--- src/rtl/cpu_pkg.sv ---
// rtl/cpu_pkg.sv - shared CPU types and constants for the fetch/decode boundary
package cpu_pkg;

    // One buffered fetch result: PC, instruction word, fetch address-error flag
    typedef struct packed {
        logic [31:0] pc;
        logic [31:0] instr;
        logic        adel;
    } fetch_entry_t;

    localparam logic [31:0] NOP_INSTR    = 32'h0000_0000;
    localparam logic [31:0] RESET_VECTOR = 32'hbfc0_0000;

endpackage

--- src/rtl/fetch_queue.sv ---
// rtl/fetch_queue.sv - in-order fetch-to-decode instruction queue with one-cycle flush
module fetch_queue
    import cpu_pkg::*;
#(
    parameter int DEPTH = 4,
    parameter int WIDTH = 32
) (
    input  logic                     clk,
    input  logic                     rst,
    input  logic                     flush,
    input  logic                     in_valid,
    input  logic [WIDTH-1:0]         in_pc,
    input  logic [WIDTH-1:0]         in_instr,
    input  logic                     in_adel,
    output logic                     in_ready,
    output logic                     out_valid,
    input  logic                     out_ready,
    output logic [WIDTH-1:0]         out_pc,
    output logic [WIDTH-1:0]         out_instr,
    output logic                     out_adel,
    output logic [$clog2(DEPTH):0]   count
);

    localparam int PW = $clog2(DEPTH);
    localparam int CW = PW + 1;

    fetch_entry_t    mem_q [DEPTH];
    fetch_entry_t    head;
    fetch_entry_t    wr_entry;
    logic [PW-1:0]   wr_ptr_q, wr_ptr_d;
    logic [PW-1:0]   rd_ptr_q, rd_ptr_d;
    logic [CW-1:0]   cnt_q, cnt_d;
    logic            push;
    logic            pop;

    // Handshake flags come only from registered occupancy, so a pop never frees a slot in the same cycle
    assign in_ready  = (cnt_q != CW'(DEPTH));
    assign out_valid = (cnt_q != '0);
    assign count     = cnt_q;

    // Flush wins over both sides of the handshake
    assign push = in_valid && in_ready && !flush;
    assign pop  = out_valid && out_ready && !flush;

    assign wr_entry.pc    = 32'(in_pc);
    assign wr_entry.instr = 32'(in_instr);
    assign wr_entry.adel  = in_adel;

    // Next pointer and occupancy; pointers wrap by natural overflow
    always_comb begin
        wr_ptr_d = wr_ptr_q;
        rd_ptr_d = rd_ptr_q;
        cnt_d    = cnt_q;
        if (flush) begin
            wr_ptr_d = '0;
            rd_ptr_d = '0;
            cnt_d    = '0;
        end else begin
            if (push) wr_ptr_d = wr_ptr_q + PW'(1);
            if (pop)  rd_ptr_d = rd_ptr_q + PW'(1);
            if (push && !pop)      cnt_d = cnt_q + CW'(1);
            else if (pop && !push) cnt_d = cnt_q - CW'(1);
        end
    end

    // Pointer, occupancy and storage registers; reset clears every entry
    always_ff @(posedge clk or posedge rst) begin
        if (rst) begin
            wr_ptr_q <= '0;
            rd_ptr_q <= '0;
            cnt_q    <= '0;
            for (int i = 0; i < DEPTH; i++) begin
                mem_q[i] <= '0;
            end
        end else begin
            wr_ptr_q <= wr_ptr_d;
            rd_ptr_q <= rd_ptr_d;
            cnt_q    <= cnt_d;
            if (push) begin
                mem_q[wr_ptr_q] <= wr_entry;
            end
        end
    end

    // Head entry to decode; an empty queue presents a NOP with no address error
    always_comb begin
        head      = mem_q[rd_ptr_q];
        out_pc    = '0;
        out_instr = WIDTH'(NOP_INSTR);
        out_adel  = 1'b0;
        if (out_valid) begin
            out_pc    = WIDTH'(head.pc);
            out_instr = WIDTH'(head.instr);
            out_adel  = head.adel;
        end
    end

endmodule

--- config.mk ---
export PLATFORM = sky130hd
export DESIGN_NAME = fetch_queue
export DESIGN_NICKNAME = d
export VERILOG_FILES = /design/src/rtl/cpu_pkg.sv /design/src/rtl/fetch_queue.sv
export SDC_FILE = /design/constraint.sdc
export NUM_CORES = 1
export LEC_CHECK = 0
export ABC_CLOCK_PERIOD_IN_PS = 8600
export CAP_MARGIN = 10
export CORE_ASPECT_RATIO = 0.6
export CORE_UTILIZATION = 40
export CTS_CLUSTER_DIAMETER = 40
export DETAILED_ROUTE_END_ITERATION = 8
export MAX_ROUTING_LAYER = met4
export SLEW_MARGIN = 25
export SYNTH_ARGS = -nofsm -noshare
export SYNTH_HDL_FRONTEND = slang
export SYNTH_SLANG_ARGS = --single-unit
--- constraint.sdc ---
create_clock -name clk -period 8.6 [get_ports clk]
set_input_delay 1.72 -clock clk [delete_from_list [all_inputs] [get_ports clk]]
set_output_delay 1.72 -clock clk [all_outputs]
set_load 0.1 [all_outputs]
==> impl_metrics.toml, run 1 <==
[clocking]
cts_root_buffer = "clkbuf_16"
cts_sinks = 267
cts_max_level = 2
cts_resized = 0
cts_setup_buffers = 0
clk_latency_ns = 0.51
cts_tree = "done"
cts_buffer_depth = 3
numCtsBuffers = 35
clkSlewWorstSetupHoldPaths_ns = 0.05
cts_hold_buf = 0

[layout]
area_delta_synth_final_pct = 19.6
layout.nets = 969
drive_gt1_share_pct = 44.5

[synthesis]
synthArstFlopShare_pct = 100
synth_cells = 762
avgSynthCellArea_um2 = 17.4
muxShareOfSynthArea_pct = 39.0
yosysTopAreaCell = "dfrtp_1"
synth.area.top_cells = "dfrtp_1 50%, mux2_4 23%, mux4_2 11%, mux2_2 5.3%, buf_12 3.6%"
synthXorXnorAreaFrac_pct = 0.132
ys_warn_count = 0
netlist.area_leader.share_pct = 50.4
syn_nets = 837
syn_area_mm2 = 0.0133
synthFlopType = "dfrtp_1"
synth_most_common_cell = "dfrtp_1"
synth-edff-count = 0
synth_common_cells = "267 x dfrtp_1, 200 x mux2_4, 65 x and2_1, 65 x mux4_2, 62 x mux2_2"
ys_types = 35
synth_top_family_by_area = "multiplexers"
synth-compound-area-share_pct = 0.680
synth.ff_latch_count = 267
synth_simple_gate_area_share_pct = 4.09
synthAdderAreaFrac_pct = 0.529
seq_area_frac_synth_pct = 50.4

[floorplanning]
die_area_mm2 = 0.0339
die_y_um = 143
rows = 51
core_area_mm2 = 0.0325
die_x_um = 237
initial_utilization_pct = 40.7
ios = 140

[sta]
setup_viol = 0
tightest_slew_ns = 1.06
hold_violations = 0
setup_tns_ns = 0
clock_skew_ns = 0.0102
slew_headroom_pct = 28.8
rsz0062_at_grt = "no"
slew_viol_final = 0
fin_crit_sh_pct = 66.0
fin_crit_ns = 5.68
fmax_mhz = 176

[detailed_routing]
dr.first_iter.drc_count = 332
wl_met2_mm = 12.1
wl_met3_mm = 1.25
firstDrtPassIters = 4
viasPerCell = 5.09
routed.top_layer = "met4"
wire_per_inst_um = 20.9
vias = 6835
met1_length_mm = 14.4
route.detailed.drc = 0
wirelength_mm = 28.1
ant_nets = 0

[global_routing]
gr-total-overflow = 0
grt_use_total_pct = 17.9
grt_start_max_net_pins = 140
grt_antenna_before_repair = 1
grt_pass1_wl_mm = 45.2
grt_pass1_vias = 7385

[setup_path]
critPathLaunchType = "flip-flop"
critical_path_required_ns = 6.88
path_class = "reg -> out"
crit_fanout = 35
arrival_ns = 3.96
endpoint_kind = "primary output"

[job]
drv_cap = 0

[placed_design]
port_buffers = 139
gp_congestion = 0.694
hpwl_mm = 16.4

[worst_hold_path]
hp-class = "reg -> reg"

[run_status]
status = "completed"
## metrics by stage
stage | util [%] | hold slack (ns) | std cells | setup WS, ns | instance area, um2
after floorplan | - | 0.474 | 762 | 3.35 | 13300
after global routing | 48.7 | 0.509 | 1344 | 2.67 | 15900
after CTS | 48.7 | 0.500 | 1343 | 2.79 | 15900
after global placement | 45.0 | 0.481 | 1280 | 3.35 | 14700
final | 48.7 | 0.500 | 1344 | 2.92 | 15900
after detailed placement | 45.1 | 0.487 | 1281 | 3.34 | 14700
## layout by cell type, fill, tap and decap left out, types with 2 or more instances in the layout
master / n
dfrtp_1: 265
buf_4: 8
xor2_1: 2
dfrtp_4: 2
clkbuf_16: 37
clkbuf_1: 2
buf_12: 2
mux2_4: 200
mux2_2: 62
a21oi_1: 2
clkinvlp_4: 8
nand3_4: 4
bufinv_16: 2
ha_1: 4
nand3_1: 2
clkdlybuf4s50_1: 139
mux4_2: 65
inv_6: 4
nor2_1: 9
clkbuf_8: 4
clkinv_4: 2
o21ai_0: 3
inv_1: 6
and2_1: 65
clkinv_2: 3
## critical path: stages (launching register included)
cell and delay, ns:
dfrtp_4 0.92, buf_4 0.72, mux4_2 0.64, and2_1 0.18
clkdlybuf4s50_1 0.96
## layout make-up
cell class | count | area, um2
sequential | 267 | 6690
clock inverter | 19 | 191
tap | 424 | 531
fill | 2739 | 16700
antenna | 1 | 2.50
timing repair buffer | 149 | 1490
clock buffer | 43 | 988
inverter | 8 | 36.3
multi-input combinational | 433 | 5930
## sequential cells by signal, indices dropped and copies added (netlist names)
name      count
wr_ptr_q      2
rd_ptr_q      2
mem_q       260
count         3
## cell families after synthesis
| family | Yosys count |
|---|---|
| muxes | 328 |
| adders and majority gates | 5 |
| DFF | 267 |
| and+or+nand+nor | 85 |
| xor gates and xnor gates | 2 |
| AOI/OAI and AO/OA | 13 |
| buffers and inverters | 62 |
## routing by layer
metal | global-route usage (%) | vias up
met1 | 26.5 | 3606
met3 | 3.67 | 40
met5 | - | -
li1 | - | 3056
met4 | 4.17 | 0
met2 | 25.0 | 133
## path summary, 6_finish.rpt
path                              from     endpoint  slack (ns)  depth (start not counted)
setup / recovery           rd_ptr_q[0]   out_pc[31]        2.92                          4
hold / removal              mem_q[127]   mem_q[127]        0.50                          1
setup reg to reg              count[2]    mem_q[59]        5.76                          5
hold reg to reg             mem_q[127]   mem_q[127]        0.50                          1
max in group asynchronous          rst  rd_ptr_q[0]        5.74                          3
min in group asynchronous          rst   mem_q[204]        1.63                          2
Power of run 1 is left out: the tool's default activity adds up to more than one toggle a clock period on the data nets, which glitch-free logic cannot reach.
==> run 2, diff against run 1 <==
--- a/config.mk
+++ b/config.mk
@@ -5,7 +5,7 @@
 export SDC_FILE = /design/constraint.sdc
 export NUM_CORES = 1
 export LEC_CHECK = 0
-export ABC_CLOCK_PERIOD_IN_PS = 8600
+export ABC_CLOCK_PERIOD_IN_PS = 4750
 export CAP_MARGIN = 10
 export CORE_ASPECT_RATIO = 0.6
 export CORE_UTILIZATION = 40
==> constraint.sdc (replaced) <==
create_clock -name clk -period 4.75 [get_ports clk]
set_input_delay 0.95 -clock clk [delete_from_list [all_inputs] [get_ports clk]]
set_output_delay 0.95 -clock clk [all_outputs]
set_load 0.1 [all_outputs]
==> run 2 against run 1 <==
Compared with the run above:
- routed wire length down 1.6%
- largest cell class unchanged
- sequential share of layout area up 0.073 points
- die area unchanged
- final cell count up 0.52%
- flip-flop and latch count unchanged
- register-to-register slack worse by 3.6 ns
- core utilization down 0.085 points
- hold slack about the same
==> impl_metrics.toml, run 2 (synthesis gave the netlist of run 1 again) <==
[sta]
setup_tns_ns = 0
tightest_slew_ns = 1.00
rsz0062_at_grt = "no"
timing.hold.ws_ns = 0.499
fmax_mhz = 239
fin_crit_sh_pct = 88.2
fin_crit_ns = 4.19
clock_skew_ns = 0.0169
fin_ws_ns = 0.559
slew_viol_final = 0
slew_headroom_pct = 33.1
setup_viol = 0
hold_violations = 0

[floorplanning]
ios = 140
initial_utilization_pct = 40.7
die_x_um = 237
core_area_mm2 = 0.0325
die_area_mm2 = 0.0339
rows = 51
die_y_um = 143

[layout]
fillers = 2745
drive_gt1_share_pct = 48.9
final_common_cell = "dfrtp_1"
layout_common_cells = "265 x dfrtp_1, 200 x mux2_4, 96 x clkdlybuf4s50_1"
layout.nets = 976
top_register = "mem_q"
utilization_pct = 48.6
largest_reg_flops = 260
area_delta_synth_final_pct = 19.4

[global_routing]
gr-total-overflow = 0
grt_pass1_vias = 7418
grt_use_total_pct = 17.5
grt_start_max_net_pins = 90
grt_pass1_wl_mm = 44.2
grt_antenna_before_repair = 2

[detailed_routing]
firstDrtPassIters = 4
wirelength_mm = 27.6
routed.top_layer = "met4"
wl_met3_mm = 1.20
wl_met2_mm = 12.0
ant_nets = 0
vias = 6864
dr.first_iter.drc_count = 286
met1_length_mm = 13.9
viasPerCell = 5.08
wire_per_inst_um = 20.4
route.detailed.drc = 0

[setup_path]
startpoint = "rd_ptr_q[0]"
r2r_start = "count[2]"
critPathTopFamily = "buffers and inverters"
endpoint_kind = "primary output"
critPathLaunchType = "flip-flop"
arrival_ns = 3.24
cp_slowest_stage_delay_ns = 0.96
critical_path_required_ns = 3.80
slowest_stage = "clkdlybuf4s50_1"
path_depth = 3
rr_worst_depth = 5
rrSetupSlack_ns = 2.16
path_class = "reg -> out"
critical_path.cell_chain = "mux4_2 > and2_1 > clkdlybuf4s50_1"
path_buf_inv = 1
crit_fanout = 35

[clocking]
clkSlewWorstSetupHoldPaths_ns = 0.05
cts_tree = "done"
clk_latency_ns = 0.51
cts_root_buffer = "clkbuf_16"
cts_setup_buffers = 0
cts_hold_buf = 0
numCtsBuffers = 37
cts_sinks = 267
cts_max_level = 2
cts_resized = 0
cts_buffer_depth = 3

[job]
drv_cap = 0

[worst_hold_path]
hp-class = "reg -> reg"
holdPathStages = 1
hold_start = "mem_q[123]"

[placed_design]
place_ws_ns = 1.04
hpwl_mm = 16.5
gp_congestion = 0.736
port_buffers = 139

[run_status]
status = "completed"
==> run 2: cell count changes in the layout (fill, tap and decap cells not counted), sizes merged <==
cell,delta
clkinv,-1
buf,+48
clkbuf,+8
inv,-2
clkdlybuf4s50,-43
clkinvlp,-5
diode,+2
==> run 2: worst register-to-register path, cell delays in order (launching register included) <==
cell	delay [ns]
dfrtp_1	0.49
nor3b_4	0.35
inv_4	0.13
nand3_4	0.68
buf_4	0.47
mux2_4	0.35
==> run 2: per-stage QoR <==
step	cells	cell area, um2
6_report	1351	15800
3_5_place_dp	1286	14600
3_3_place_gp	1286	14600
4_1_cts	1348	15800
5_1_grt	1350	15800
2_1_floorplan	762	13300
==> run 2: layout make-up <==
type                            instances  area, um2  share of cell area [%]
Antenna cell                            3       7.51                  0.0474
Clock buffer                           51       1050                    6.62
Clock inverter                         11        128                   0.806
Inverter                                8       36.3                   0.229
Multi-Input combinational cell        433       5930                    37.5
Sequential cell                       267       6690                    42.3
Tap cell                              424        531                    3.35
Timing Repair Buffer                  154       1460                    9.22
==> run 2: final timing paths <==
check	to
max in group asynchronous	mem_q[58]
worst max-delay path	out_pc[1]
min in group asynchronous	mem_q[142]
worst min register to register	mem_q[123]
worst min-delay path	mem_q[123]
worst max register to register	mem_q[24]
==> run 2: per-layer routing <==
| layer | GRT usage [%] | vias up |
|---|---|---|
| li1 | - | 3067 |
| met1 | 25.3 | 3631 |
| met2 | 24.7 | 123 |
| met3 | 3.83 | 43 |
| met4 | 4.72 | 0 |
| met5 | - | - |
Power of run 2 is left out for the same reason.
